===== config.mk =====
export PLATFORM = sky130hd
export DESIGN_NAME = seq_shifter
export DESIGN_NICKNAME = d
export VERILOG_FILES = /design/src/rtl/seq_shifter.sv
export SDC_FILE = /design/constraint.sdc
export NUM_CORES = 1
export LEC_CHECK = 0
export CAP_MARGIN = 15
export CORE_UTILIZATION = 41
export DETAILED_ROUTE_END_ITERATION = 8
export PLACE_DENSITY = 0.74
export SYNTH_ARGS = -nofsm -noshare
export SYNTH_HDL_FRONTEND = slang
export SYNTH_SLANG_ARGS = --single-unit

===== constraint.sdc =====
create_clock -name clock -period 1.9 [get_ports clock]
set_input_delay 0.285 -clock clock [delete_from_list [all_inputs] [get_ports clock]]
set_output_delay 0.285 -clock clock [all_outputs]
set_load 0.1 [all_outputs]

===== src/rtl/seq_shifter.sv =====
`default_nettype none
// ============================================================================
// Module   : seq_shifter
// Purpose  : Multi-cycle iterative shifter. It accepts one operand, opcode
//            and amount per start strobe, then shifts the working register
//            by up to STEP bits per cycle until the amount is used up. The
//            result is reported with a one-cycle done pulse.
//            Opcodes: 00 SRL, 01 SRA, 10 SLL, 11 reserved / rotate-right.
// Optional : define SEQ_SHIFTER_ROTATE_EN to make opcode 11 a rotate right.
//            Without it, opcode 11 passes the operand through unchanged and
//            completes with the same latency as a zero-amount shift.
// Ports    : clock    - rising-edge clock
//            reset    - synchronous, active-low reset
//            start    - request strobe, accepted only while ready=1
//            in       - operand, captured on accept
//            shiftop  - opcode, captured on accept
//            shiftamt - shift amount, captured on accept
//            ready    - 1 in IDLE or DONE (a new request can be accepted)
//            busy     - 1 in SHIFT
//            done     - one-cycle pulse in DONE
//            result   - working/result register, valid while done=1 and
//                       held until the next accept
// Revision : 1.0 - initial release
// ============================================================================
module seq_shifter #(
  parameter int WIDTH = 32,
  parameter int AMTW  = 5,
  parameter int STEP  = 1    // bits per SHIFT cycle: 1, 2 or 4
) (
  input  logic             clock,
  input  logic             reset,
  input  logic             start,
  input  logic [WIDTH-1:0] in,
  input  logic [1:0]       shiftop,
  input  logic [AMTW-1:0]  shiftamt,
  output logic             ready,
  output logic             busy,
  output logic             done,
  output logic [WIDTH-1:0] result
);

  // --------------------------------------------------------------------------
  // Encodings
  // --------------------------------------------------------------------------
  localparam logic [1:0] ST_IDLE  = 2'd0;
  localparam logic [1:0] ST_SHIFT = 2'd1;
  localparam logic [1:0] ST_DONE  = 2'd2;

  localparam logic [1:0] OP_SRL = 2'b00;
  localparam logic [1:0] OP_SRA = 2'b01;
  localparam logic [1:0] OP_SLL = 2'b10;
  localparam logic [1:0] OP_RSV = 2'b11;

  localparam logic [AMTW-1:0] STEP_AMT = AMTW'(STEP);

  // --------------------------------------------------------------------------
  // Declarations
  // --------------------------------------------------------------------------
  logic [1:0]       state;
  logic [1:0]       next_state;
  logic [1:0]       op;
  logic [AMTW-1:0]  rem;
  logic [AMTW-1:0]  step_k;
  logic [AMTW-1:0]  accept_rem;
  logic [WIDTH-1:0] shifted;
  logic             accept;

  // A request is taken only while the FSM advertises ready; a start seen
  // during SHIFT falls through without touching the captured operands.
  assign accept = start & ready;

  // --------------------------------------------------------------------------
  // FSM: state register
  // --------------------------------------------------------------------------
  always_ff @(posedge clock) begin
    if (!reset) begin
      state <= ST_IDLE;
    end else begin
      state <= next_state;
    end
  end

  // --------------------------------------------------------------------------
  // FSM: next-state logic
  // --------------------------------------------------------------------------
  always_comb begin
    next_state = state;
    case (state)
      ST_IDLE: begin
        if (start) begin
          next_state = ST_SHIFT;
        end
      end
      ST_SHIFT: begin
        // The zero check happens in SHIFT itself, so even amount 0 spends
        // one cycle here before DONE.
        if (rem == '0) begin
          next_state = ST_DONE;
        end
      end
      ST_DONE: begin
        // Holding start in DONE chains straight into the next job.
        next_state = start ? ST_SHIFT : ST_IDLE;
      end
      default: begin
        next_state = ST_IDLE;
      end
    endcase
  end

  // --------------------------------------------------------------------------
  // FSM: output decode (pure function of the state register)
  // --------------------------------------------------------------------------
  always_comb begin
    ready = 1'b0;
    busy  = 1'b0;
    done  = 1'b0;
    case (state)
      ST_IDLE:  ready = 1'b1;
      ST_SHIFT: busy  = 1'b1;
      ST_DONE: begin
        ready = 1'b1;
        done  = 1'b1;
      end
      default:  ready = 1'b0;
    endcase
  end

  // --------------------------------------------------------------------------
  // Step size: the last partial step shifts by the remainder only so the
  // total never overshoots the requested amount.
  // --------------------------------------------------------------------------
  always_comb begin
    step_k = (rem < STEP_AMT) ? rem : STEP_AMT;
  end

  // --------------------------------------------------------------------------
  // Amount captured at accept. Without the rotate option opcode 11 is a
  // pass-through, so its amount is forced to zero and it completes with the
  // zero-amount latency.
  // --------------------------------------------------------------------------
  always_comb begin
    accept_rem = shiftamt;
`ifdef SEQ_SHIFTER_ROTATE_EN
    accept_rem = shiftamt;
`else
    if (shiftop == OP_RSV) begin
      accept_rem = '0;
    end
`endif
  end

  // --------------------------------------------------------------------------
  // One shift step of the working register
  // --------------------------------------------------------------------------
  always_comb begin
    shifted = result;
    case (op)
      OP_SRL: shifted = result >> step_k;
      // Sign comes from the working register's MSB; it never changes under
      // SRA, so this matches a single arithmetic shift of the operand.
      OP_SRA: shifted = WIDTH'($signed(result) >>> step_k);
      OP_SLL: shifted = result << step_k;
`ifdef SEQ_SHIFTER_ROTATE_EN
      // Bits leaving the LSB end re-enter at the MSB. step_k is non-zero
      // whenever this value is consumed.
      OP_RSV: shifted = (result >> step_k) | (result << (WIDTH - int'(step_k)));
`else
      OP_RSV: shifted = result;
`endif
      default: shifted = result;
    endcase
  end

  // --------------------------------------------------------------------------
  // Datapath registers
  // --------------------------------------------------------------------------
  always_ff @(posedge clock) begin
    if (!reset) begin
      result <= '0;
      rem    <= '0;
      op     <= OP_SRL;
    end else if (accept) begin
      result <= in;
      op     <= shiftop;
      rem    <= accept_rem;
    end else if ((state == ST_SHIFT) && (rem != '0)) begin
      result <= shifted;
      rem    <= rem - step_k;
    end
  end

endmodule
`default_nettype wire

==> results.toml, run 1 <==
[run_status]
status = "complete, no violations"

[synth]
ys.flop_type = "dfxtp_1"
syn-cell-area_um2 = 2310
netlist_top_cells_area = "dfxtp_1 (36%), a211oi_2 (15%), mux2i_1 (13%)"
yosys_warnings = 0
yosysSeqAreaShare_pct = 35.5
avgSynthCellArea_um2 = 10.2
yosysTopAreaCell = "dfxtp_1"
synth_seq_cells = 41
syn_inst = 227
yosysUniqueCellTypes = 37
synth_nets = 273
synth-async-reset-ratio_pct = 0
synth-edff-count = 0
synth_top_area_share_pct = 35.5

[drt]
via_per_inst = 5.88
wl_per_cell_um = 16.1
wl_um = 6010
drt-initial-drc-count = 93
vias = 2193
remaining_drc_errors = 0
drt-pass1-iter-count = 5
detail-route-antenna-nets = 0

[critical_path]
cp.required_ns = 2.08
arrival_ns = 1.97
worstPathCellList = "or4_4, nand2_1, ha_1, or3_1, nor3_2, mux2i_1, o21ai_0"
worst-path-max-fanout = 5
end_kind = "register"
crit_slowest_cell = "dfxtp_1"
slowest_delay_ns = 0.43
ff2ff_setup_slack_ns = 0.10
crit_path_start_kind = "register"
path_class = "register to register"

[placed_design]
io_buffer_count = 76
gp_congestion = 0.836
dp_hpwl_um = 4210

[layout]
multiInputGateArea_um2 = 1360
ff_latch_area_um2 = 822
drive_gt1_share_pct = 31.4
n_antenna_cell = 0
fillCellCount = 472
layout.nets = 348
syn_to_final_growth_pct = 41.9

[flow_run]
maxCapViolCount = 0

[floorplanning]
start_util_pct = 43.9
fp.dieH_um = 77.1
io_pins = 77
die-area_um2 = 5940
rows = 26
die_w_um = 77.1
coreArea_um2 = 5270

[pwr]
p_per_area_nw_per_um2 = 987
peakVddDrop_mv = 0.482
power_mw = 3.24
leakage_nw = 1.26

[sta]
max_slew.worst_pin.slew_ns = 0.433
min_period_ns = 1.80
clock.fmax_mhz = 556
setup_viol = 0
period_share_pct = 94.6
finalSetupTns_ns = 0
slew_violations = 0
skew_ns = 0.00800
rsz0062_at_grt = "false"
hold_violations = 0
slew_headroom_pct = 70.9

[global_route]
grt_max_degree = 36
grt_antenna_before_repair = 0
grt_pass1_wl_um = 9850
grtUsageTotal_pct = 20.4
grt_pass1_vias = 2065
grt_overflow = 0

[clock_tree]
clk_latency_ns = 0.29
htreeDepth = 2
cts_max_path_buffers = 2
cts_sinks = 41
clk_pin_slew_worst_paths_ns = 0.07
cts_tree = "built"
cts_root_buffer = "clkbuf_8"
cts_buffers = 5

[hold_path]
hold_class = "register to register"
flip-flops by register name, summed over array words and instances (netlist names):
register  flops
op            2
rem           5
result       32
state         2
cells in the final DEF (no fill, tap or decap), types with 2 or more instances in the layout:
cell,netlist,final
a211oi_2,28,28
a21oi_1,11,11
a221oi_1,28,28
a22oi_1,2,2
a32oi_1,2,2
buf_12,0,6
buf_4,2,44
clkbuf_8,0,6
clkdlybuf4s50_1,0,41
dfxtp_1,41,40
ha_1,4,4
inv_1,7,5
mux2i_1,30,30
nand2_1,12,12
nand2b_1,2,2
nand3_1,6,6
nor2b_2,0,2
nor3_1,3,2
nor4_1,2,2
o21ai_0,5,5
cells by family after synthesis:
family                     Yosys count  share of synthesized area (%)
muxes                               30                           13.0
and+or+nand+nor                     35                           7.85
adders and majority gates            4                           2.17
DFF                                 41                           35.5
buffers and inverters               30                           6.66
AOI/OAI and AO/OA                   87                           34.8
worst max-delay path: cells and delay by family, from the launching register on:
family	cells	cell delay, ns
AO/OA/AOI/OAI	1	0.09
adder cells (fa/ha/maj)	1	0.18
flip-flops	1	0.43
multiplexers	1	0.22
AND/OR/NAND/NOR	4	0.76
power by group:
group          switching (mW)  internal, mW
clock network           0.298         0.428
registers               0.117         0.960
logic                   0.986         0.447
cells in the mapped netlist (3+ instances only):
master,number
mux2i_1,30
nand2_1,12
clkbuf_1,13
o21ai_0,5
a211oi_2,28
nor3_1,3
inv_1,7
a221oi_1,28
buf_6,4
a21oi_1,11
buf_2,3
ha_1,4
dfxtp_1,41
nor2b_1,4
nand3_1,6
per-stage QoR:
stage                     hold WS [ns]  worst slack [ns]  instance area [um2]  instances  utilization [%]
after CTS                        0.505            0.0268                 3270        373             62.0
after floorplan                  0.415             0.107                 2320        227                -
final                            0.516             0.103                 3280        373             62.2
after global routing             0.535            0.0168                 3280        373             62.2
after global placement           0.482            0.0403                 3150        365             59.7
after detailed placement         0.494           0.00696                 3150        365             59.7
per-layer routing:
layer	vias to the layer above	GRT usage, %	share of wire [%]
li1	1050	-	-
met1	1055	27.6	45
met2	76	32.2	48
met4	0	7.55	1.9
met3	12	3.69	5.3
met5	-	0	0
path summary, 6_finish.rpt:
path	start	depth (start not counted)	end
max	rem[4]	7	rem[4]
min	op[1]	2	op[1]
max reg2reg	rem[4]	7	rem[4]
min reg2reg	op[1]	2	op[1]
cell type report:
| class | count | area share [%] |
|---|---|---|
| Clock inverter | 1 | 0.916 |
| Tap cell | 70 | 2.67 |
| Clock buffer | 7 | 2.63 |
| Inverter | 7 | 0.916 |
| Sequential cell | 41 | 25.1 |
| Timing Repair Buffer | 91 | 26.3 |
| Multi-Input combinational cell | 156 | 41.5 |
repair_timing:
action	4_1_cts	5_1_grt
setup buffers	0	0
hold buffers	0	0
setup endpoints to repair	21	13
resized for setup	1	4
No activity file was read; power rests on OpenSTA's default activity.
==> inputs of run 2 (changes only) <==
--- a/config.mk
+++ b/config.mk
@@ -7,6 +7,7 @@
 export LEC_CHECK = 0
 export CAP_MARGIN = 15
 export CORE_UTILIZATION = 41
+export CTS_CLUSTER_DIAMETER = 200
 export DETAILED_ROUTE_END_ITERATION = 8
 export PLACE_DENSITY = 0.74
 export SYNTH_ARGS = -nofsm -noshare
==> results of run 2 <==
The final DEF is identical to that of run 1; final timing and power are the same.
